<file path="src/rtl/bitstream_window_accum.sv">
`default_nettype none
// ============================================================================
// Module      : bitstream_window_accum
// Description : Counts ones on N_CH bitstreams over a programmable window and
//               reports per-channel counts plus a scaled uni/bipolar total.
// Revision    : 1.0 - initial release
// ============================================================================
module bitstream_window_accum #(
    parameter  int N_CH     = 4,
    parameter  int WIN_LOG2 = 4,
    parameter  int SHIFT    = 1,
    localparam int CW       = WIN_LOG2 + 1,
    localparam int SW       = WIN_LOG2 + $clog2(N_CH) + SHIFT + 2
) (
    input  logic              clk,
    input  logic              rst,
    input  logic              clr,
    input  logic              in_valid,
    input  logic [N_CH-1:0]   in_bits,
    input  logic [CW-1:0]     win_len,
    input  logic              bipolar,
    input  logic              out_ready,
    output logic              out_valid,
    output logic [SW-1:0]     out_sum,
    output logic [N_CH*CW-1:0] out_cnt,
    output logic              busy,
    output logic              overrun
);

    localparam int C_W_MAX = 1 << WIN_LOG2;

    logic [WIN_LOG2-1:0]       cnt_q, cnt_d;
    logic [N_CH-1:0][CW-1:0]   acc_q, acc_d;
    logic [CW-1:0]             len_q, len_d;
    logic                      mode_q, mode_d;
    logic                      busy_q, busy_d;
    logic                      overrun_q, overrun_d;
    logic                      out_valid_q, out_valid_d;
    logic [SW-1:0]             out_sum_q, out_sum_d;
    logic [N_CH*CW-1:0]        out_cnt_q, out_cnt_d;

    logic                      first_w;
    logic                      last_w;
    logic [CW-1:0]             eff_len_w;
    logic [CW-1:0]             cur_len_w;
    logic                      cur_mode_w;
    logic [N_CH-1:0][CW-1:0]   acc_new_w;
    logic [SW-1:0]             total_w;
    logic [SW-1:0]             nl_w;
    logic [SW-1:0]             signed_w;
    logic [SW-1:0]             scaled_w;

    // Length and mode come straight from the inputs on the first sample so
    // that a one-sample window uses the freshly programmed values.
    always_comb begin
        first_w    = (cnt_q == '0);
        eff_len_w  = ((win_len == '0) || (win_len > CW'(C_W_MAX))) ? CW'(C_W_MAX) : win_len;
        cur_len_w  = first_w ? eff_len_w : len_q;
        cur_mode_w = first_w ? bipolar : mode_q;
        last_w     = ({1'b0, cnt_q} == (cur_len_w - CW'(1)));
    end

    always_comb begin
        total_w = '0;
        for (int i = 0; i < N_CH; i++) begin
            acc_new_w[i] = (first_w ? CW'(0) : acc_q[i]) + CW'(in_bits[i]);
            total_w      = total_w + SW'(acc_new_w[i]);
        end
        nl_w     = SW'(N_CH) * SW'(cur_len_w);
        signed_w = (total_w << 1) - nl_w;
        scaled_w = (cur_mode_w ? signed_w : total_w) << SHIFT;
    end

    always_comb begin
        cnt_d       = cnt_q;
        acc_d       = acc_q;
        len_d       = len_q;
        mode_d      = mode_q;
        busy_d      = busy_q;
        overrun_d   = overrun_q;
        out_valid_d = out_valid_q;
        out_sum_d   = out_sum_q;
        out_cnt_d   = out_cnt_q;

        if (out_ready) begin
            out_valid_d = 1'b0;
        end

        if (clr) begin
            cnt_d     = '0;
            acc_d     = '0;
            busy_d    = 1'b0;
            overrun_d = 1'b0;
        end else if (in_valid) begin
            if (first_w) begin
                len_d  = eff_len_w;
                mode_d = bipolar;
            end
            if (last_w) begin
                cnt_d       = '0;
                acc_d       = '0;
                busy_d      = 1'b0;
                out_valid_d = 1'b1;
                out_cnt_d   = acc_new_w;
                out_sum_d   = scaled_w;
                if (out_valid_q && !out_ready) begin
                    overrun_d = 1'b1;
                end
            end else begin
                cnt_d  = cnt_q + 1'b1;
                acc_d  = acc_new_w;
                busy_d = 1'b1;
            end
        end
    end

    always_ff @(posedge clk or negedge rst) begin
        if (!rst) begin
            cnt_q       <= '0;
            acc_q       <= '0;
            len_q       <= CW'(C_W_MAX);
            mode_q      <= 1'b0;
            busy_q      <= 1'b0;
            overrun_q   <= 1'b0;
            out_valid_q <= 1'b0;
            out_sum_q   <= '0;
            out_cnt_q   <= '0;
        end else begin
            cnt_q       <= cnt_d;
            acc_q       <= acc_d;
            len_q       <= len_d;
            mode_q      <= mode_d;
            busy_q      <= busy_d;
            overrun_q   <= overrun_d;
            out_valid_q <= out_valid_d;
            out_sum_q   <= out_sum_d;
            out_cnt_q   <= out_cnt_d;
        end
    end

    assign out_valid = out_valid_q;
    assign out_sum   = out_sum_q;
    assign out_cnt   = out_cnt_q;
    assign busy      = busy_q;
    assign overrun   = overrun_q;

endmodule
`default_nettype wire

</file>
<file path="config.mk">
export PLATFORM = sky130hd
export DESIGN_NAME = bitstream_window_accum
export DESIGN_NICKNAME = d
export VERILOG_FILES = /design/src/rtl/bitstream_window_accum.sv
export SDC_FILE = /design/constraint.sdc
export NUM_CORES = 1
export LEC_CHECK = 0
export CAP_MARGIN = 15
export CELL_PAD_IN_SITES_DETAIL_PLACEMENT = 2
export CELL_PAD_IN_SITES_GLOBAL_PLACEMENT = 2
export CORE_MARGIN = 4
export CORE_UTILIZATION = 37
export CTS_CLUSTER_SIZE = 40
export DETAILED_ROUTE_END_ITERATION = 10
export PLACE_DENSITY = 0.83
export RECOVER_POWER = 25
export SLEW_MARGIN = 25
export SYNTH_ARGS = -nofsm -noshare
export SYNTH_HDL_FRONTEND = slang
export SYNTH_SLANG_ARGS = --single-unit
</file>
<file path="constraint.sdc">
create_clock -name clk -period 6.8 [get_ports clk]
set_clock_uncertainty 0.15 [all_clocks]
set_input_delay 1.36 -clock clk [delete_from_list [all_inputs] [get_ports clk]]
set_output_delay 1.36 -clock clk [all_outputs]
set_load 0.005 [all_outputs]
</file>
==> impl_metrics.toml, run 1 <==
[run_status]
status = "complete, but fails checks"
failed_checks = "max-capacitance violations, max-slew violations"

[global_routing]
globalRouteOverflowTotal = 0
antenna_found_initial = 0
grt_pass1_vias = 3325
grt_max_degree = 62
grt_usage_pct = 19.74
grt_pass1_wl_um = 18040

[sta]
rsz0062_at_grt = "no"
maxSlewHeadroom_pct = -125.8
finalSetupViolations = 0
hold_viol = 0
worst_pin_slew_ns = 3.388
setup_tns_ns = 0
report.final.slew_viol_count = 62
max_freq_mhz = 169.3
fin_crit_sh_pct = 86.88
min_period_ns = 5.908

[critical_path]
crit_required_ns = 6.88
crit_family = "adder cells"
worstPathArrival_ns = 5.99
path_buf_inv = 4
cp-end-kind = "flop"
critical_path.cell_chain = "inv_1 > ha_1 > or3b_1 > and2_1 > ha_1 > ha_1 > inv_1 > fa_1 > fa_1 > inv_1 > ha_1 > inv_1 > fa_1 > xnor2_1 > ha_1 > o21ai_0 > a21oi_1 > o21a_1 > nor3_1 > nor3_1 > mux2_4"
crit_fanout = 8
cp_common_cell = "ha_1"
crit_path_start_kind = "flop"
crit_type = "flop to flop"
slowest_stage = "or3b_1"
critical_path.max_stage_delay_ns = 0.52

[clock_tree]
cts_setup_buffers = 0
cts_sinks = 61
htreeDepth = 3
cts_resized = 0
cts.path.max_buffers = 2
cts_tree = "done"
clk-insertion-delay-late_ns = 0.34
path_clk_slew_ns = 0.07
hold_buffers = 0
clockRootBuffer = "clkbuf_8"
cts_buffers = 9

[floorplanning]
io_pins = 47
die-width_um = 110.0
row_count = 36
initial_utilization_pct = 38.70
dieArea_mm2 = 0.01211
core_region_area_mm2 = 0.009955
fp.dieH_um = 110.0

[logic_synthesis]
yosys_warnings = 0
syn-instance-count = 364
yosysUniqueCellTypes = 47
ys_seq_area_share_pct = 39.66
synth_edf_count = 0
synth_seq_cells = 61
ys.flop_type = "dfrtp_1"
ys_async_sr_fraction_pct = 100.0
netlist_area_mm2 = 0.003852
syn_nets = 413
avgSynthCellArea_um2 = 10.58

[power_and_ir_drop]
p_seq_share_pct = 39.5
total_power_w = 0.001043
p_comb_share_pct = 24.4
p_switching_w = 0.0003021
worst_ir_drop_vdd_uv = 136.5
internal-power_w = 0.0007405
sw_frac_of_total_pct = 28.97
power.density_mw_per_mm2 = 225.2
p_leak_nw = 2.217
p_clk_share_pct = 36.1

[route]
drt_iter0_drc = 100
viasPerCell = 5.235
via_count = 2853
drt-total-wl_um = 10840
route.detailed.drc = 0
wire_per_inst_um = 19.89
firstDrtPassIters = 4
ant_nets = 0

[layout]
nets = 456
drive_above_1_share_pct = 13.83
diodes = 0
layout_common_cells = "dfrtp_1 (60), clkdlybuf4s50_1 (44), inv_1 (40)"
area_growth_pct = 20.17
stdcell_count = 545
final_common_cell = "dfrtp_1"

[min_path]
holdCritPathClass = "flop to flop"

[job]
max_cap_viol_count = 1

[place]
dp.cells = 529
place_congestion = 0.8297
port_buffers = 45
hpwl_um = 7793
per-stage QoR:
step                worst slack (ns)  util [%]  hold WS, ns  area, µm²
floorplan                      1.311         -       0.2992       3852
global placement              0.8439     44.28       0.3119       4408
detailed placement            0.6209     44.28       0.3233       4408
CTS                           0.8237     46.54       0.3408       4633
global route                  0.4735     46.51       0.3598       4629
finish                        0.8924     46.51       0.3367       4629
power groups by stage:
stage | clock [W] | combinational [W] | sequential, W
2_1_floorplan | 0 | 0.000150 | 0.000415
3_3_place_gp | 0 | 0.000241 | 0.000416
3_5_place_dp | 0 | 0.000255 | 0.000418
4_1_cts | 0.000385 | 0.000261 | 0.000412
5_1_grt | 0.000406 | 0.000286 | 0.000417
6_report | 0.000376 | 0.000254 | 0.000412
state kept, by name (all words and copies together), names as in the netlist:
register   flops
cnt_q          4
acc_q         20
out_valid      1
busy           1
overrun        1
mode_q         1
len_q          5
out_sum        8
out_cnt       20
worst register-to-register path: cells and delay by family (launching register included):
kind                     cells  cell delay (ns)
AO/OA/AOI/OAI                3             0.47
XOR/XNOR                     1             0.26
adder cells (fa/ha/maj)      8             2.76
buffers and inverters        4             0.39
flip-flops                   1             0.40
multiplexers                 1             0.31
AND/OR/NAND/NOR              4             1.06
synth_stat cells (2+ instances only):
cell | instances | share of area, %
ha_1 | 24 | 7.8
mux2_4 | 9 | 3.5
a21oi_1 | 12 | 1.6
a221o_1 | 2 | 0.52
mux2i_1 | 4 | 1.0
xnor2_1 | 12 | 2.7
xor2_1 | 10 | 2.3
nand3_1 | 9 | 1.2
o21a_1 | 2 | 0.39
inv_1 | 40 | 3.9
o21ai_0 | 15 | 1.9
and2_1 | 9 | 1.5
nand2b_1 | 9 | 1.5
clkbuf_1 | 11 | 1.1
mux2_2 | 23 | 6.7
a31oi_1 | 2 | 0.32
nand2_1 | 16 | 1.6
buf_6 | 3 | 0.88
o21bai_1 | 2 | 0.39
clkbuf_2 | 2 | 0.26
a21boi_0 | 2 | 0.39
a21o_1 | 6 | 1.2
o211ai_1 | 2 | 0.39
fa_1 | 10 | 5.2
nor2_1 | 16 | 1.6
a22o_1 | 20 | 4.5
nor3_1 | 3 | 0.39
a211oi_1 | 4 | 0.78
nor3b_1 | 4 | 0.78
dfrtp_1 | 60 | 39
nor2b_1 | 5 | 0.81
path summary, 6_finish.rpt:
check,from,end,depth (start not counted),slack [ns]
min reg2reg,busy$_DFFE_PN0P_,busy$_DFFE_PN0P_,1,0.34
min,busy$_DFFE_PN0P_,busy$_DFFE_PN0P_,1,0.34
max reg2reg,cnt_q[0]$_DFFE_PN0P_,out_sum[8]$_DFFE_PN0P_,21,0.89
max in group asynchronous,rst,len_q[2]$_DFFE_PN0P_,2,2.48
min in group asynchronous,rst,acc_q[19]$_DFFE_PN0P_,2,2.11
max,cnt_q[0]$_DFFE_PN0P_,out_sum[8]$_DFFE_PN0P_,21,0.89
logic make-up (layout without fill, tap and decap cells):
family / count (synthesis) / after routing / share of synthesized area, %
multiplexers: 36 / 36 / 11.27
adder cells (fa/ha/maj): 34 / 34 / 12.99
AND/OR/NAND/NOR: 77 / 77 / 10.59
AO/OA/AOI/OAI: 74 / 74 / 13.87
XOR/XNOR: 22 / 22 / 5.001
flip-flops: 61 / 61 / 39.66
buffers and inverters: 59 / 107 / 6.528
other: 1 / 1 / 0.09734
layout make-up:
| cell class | count | area (µm²) |
|---|---|---|
| Clock buffer | 12 | 155.1 |
| Clock inverter | 4 | 70.07 |
| Fill cell | 1054 | 5325 |
| Inverter | 40 | 150.1 |
| Multi-Input combinational cell | 244 | 2073 |
| Sequential cell | 61 | 1528 |
| Tap cell | 133 | 166.4 |
| Timing Repair Buffer | 51 | 486.7 |
routing by layer:
metal  wire length, µm  part of all wire, %  vias to the layer above  GRT usage (%)
met2              5615                   52                       48          33.49
met3               299                  2.8                       12          3.960
met4               136                  1.3                        0          4.898
met1              4787                   44                     1472          25.80
met5                 0                    0                        -              0
li1                  -                    -                     1321              -
No activity file was read; power rests on OpenSTA's default activity.
==> run 2: changes to the inputs <==
--- a/config.mk
+++ b/config.mk
@@ -14,6 +14,7 @@
 export DETAILED_ROUTE_END_ITERATION = 10
 export PLACE_DENSITY = 0.83
 export RECOVER_POWER = 25
+export REMOVE_ABC_BUFFERS = 1
 export SLEW_MARGIN = 25
 export SYNTH_ARGS = -nofsm -noshare
 export SYNTH_HDL_FRONTEND = slang
==> run 2 against run 1 <==
The flow still finishes with violations (max-capacitance violations, max-slew violations). First-iteration DRC count decreased by 41%. Non-clock buffer count did not move. Clock power down 16%. Power shrank 6.0%. Global-route usage shrank 0.60 points. Worst setup slack improved by 0.0082 ns. Fmax is 0.14% higher. Cell count down 0.18%. Critical path depth stayed put. Critical endpoint unchanged. Highest routed layer unchanged.
==> impl_metrics.toml, run 2 (same netlist as run 1, synthesis figures left out) <==
[place]
post-place-ws_ns = 0.5929
port_buffers = 45
dp.cells = 529
place_congestion = 0.7938
placed_area_mm2 = 0.004408
hpwl_um = 7683

[critical_path]
path_depth = 21
crit_fanout = 11
slowest_stage = "or3b_1"
cp-end-kind = "flop"
crit_type = "flop to flop"
crit_family = "adder cells"
ff2ff_setup_slack_ns = 0.90
reg2reg_depth = 21
path_buf_inv = 4
critical_path.max_stage_delay_ns = 0.57
reg2reg_from = "cnt_q[0]$_DFFE_PN0P_"
worstPathArrival_ns = 5.98
reg2reg_to = "out_sum[8]$_DFFE_PN0P_"
crit_required_ns = 6.88
crit_path_start_kind = "flop"
critical_path.cell_chain = "inv_1 > ha_1 > or3b_1 > and2_1 > ha_1 > ha_1 > inv_1 > fa_1 > fa_1 > inv_1 > ha_1 > inv_1 > fa_1 > xnor2_1 > ha_1 > o21ai_0 > a21oi_1 > o21a_1 > nor3_1 > nor3_1 > mux2_4"
cp_common_cell = "ha_1"

[layout]
final_cell_area_mm2 = 0.004588
diodes = 0
area_growth_pct = 19.10
final_common_cell = "dfrtp_1"
layout_common_cells = "dfrtp_1 (60), clkdlybuf4s50_1 (44), inv_1 (40)"
drive_above_1_share_pct = 13.87
nets = 456
stdcell_count = 544

[sta]
min_period_ns = 5.899
fin_ws_ns = 0.9007
hold_viol = 0
max_freq_mhz = 169.5
rsz0062_at_grt = "no"
finalSetupViolations = 0
report.final.slew_viol_count = 62
maxSlewHeadroom_pct = -132.4
fin_crit_sh_pct = 86.75
worst_pin_slew_ns = 3.486
setup_tns_ns = 0

[run_status]
status = "complete, but fails checks"
failed_checks = "max-capacitance violations, max-slew violations"

[power_and_ir_drop]
p_leak_nw = 2.189
power.density_mw_per_mm2 = 213.6
worst_ir_drop_vdd_uv = 102.8
total_power_w = 0.0009799

[route]
route.detailed.drc = 0
ant_nets = 0
viasPerCell = 5.202
via_count = 2830
drt_iter0_drc = 59
firstDrtPassIters = 4
drt-total-wl_um = 10410
wire_per_inst_um = 19.13

[clock_tree]
cts_resized = 0
hold_buffers = 0
htreeDepth = 3
cts_buffers = 9
cts_setup_buffers = 0
clk-insertion-delay-late_ns = 0.35
cts_tree = "done"
path_clk_slew_ns = 0.07
cts_sinks = 61
cts.path.max_buffers = 2
clockRootBuffer = "clkbuf_8"

[global_routing]
grt_max_degree = 62
globalRouteOverflowTotal = 0
grt_usage_pct = 19.14
grt_pass1_wl_um = 17520
antenna_found_initial = 0
grt_pass1_vias = 3351

[floorplanning]
initial_utilization_pct = 38.70
io_pins = 47
core_region_area_mm2 = 0.009955
fp.dieH_um = 110.0
dieArea_mm2 = 0.01211
row_count = 36
die-width_um = 110.0

[min_path]
holdCritPathClass = "flop to flop"
hp-start = "busy$_DFFE_PN0P_"
hold_depth = 1
min_delay_worst_endpoint = "busy$_DFFE_PN0P_"

[job]
max_cap_viol_count = 1
-- run 2: cell type report --
type	count	area, µm²
Fill cell	1036	5366
Multi-Input combinational cell	244	2077
Sequential cell	61	1528
Timing Repair Buffer	51	486.7
Tap cell	133	166.4
Inverter	40	150.1
Clock buffer	10	127.6
Clock inverter	5	52.55
-- run 2: worst max-delay path by stage --
stage / endpoint / slack (ns) / start
6_report: out_sum[8]$_DFFE_PN0P_ / 0.90 / cnt_q[0]$_DFFE_PN0P_
5_1_grt: out_sum[8]$_DFFE_PN0P_ / 0.51 / cnt_q[0]$_DFFE_PN0P_
4_1_cts: out_sum[8]$_DFFE_PN0P_ / 0.80 / cnt_q[0]$_DFFE_PN0P_
3_5_place_dp: out_sum[8]$_DFFE_PN0P_ / 0.59 / in_bits[0]
3_3_place_gp: out_sum[7]$_DFFE_PN0P_ / 0.79 / in_bits[0]
2_1_floorplan: out_sum[7]$_DFFE_PN0P_ / 1.48 / cnt_q[0]$_DFFE_PN0P_
-- run 2: where the power goes --
part	internal, W	switching [W]
Clock	0.000165	0.000149
Combinational	0.000123	0.000132
Sequential	0.000392	0.0000189
-- run 2: per-layer routing --
| metal | track usage, % | share of wire (%) | vias to the layer above |
|---|---|---|---|
| li1 | - | - | 1326 |
| met1 | 23.98 | 45 | 1446 |
| met2 | 32.89 | 51 | 43 |
| met3 | 3.611 | 2.4 | 15 |
| met4 | 6.768 | 1.7 | 0 |
| met5 | 0 | 0 | - |
-- run 2: per-stage QoR --
step / utilization (%) / hold slack (ns)
2_1_floorplan: - / 0.2992
3_3_place_gp: 44.28 / 0.3117
3_5_place_dp: 44.28 / 0.3239
4_1_cts: 46.09 / 0.3429
5_1_grt: 46.09 / 0.3744
6_report: 46.09 / 0.3378
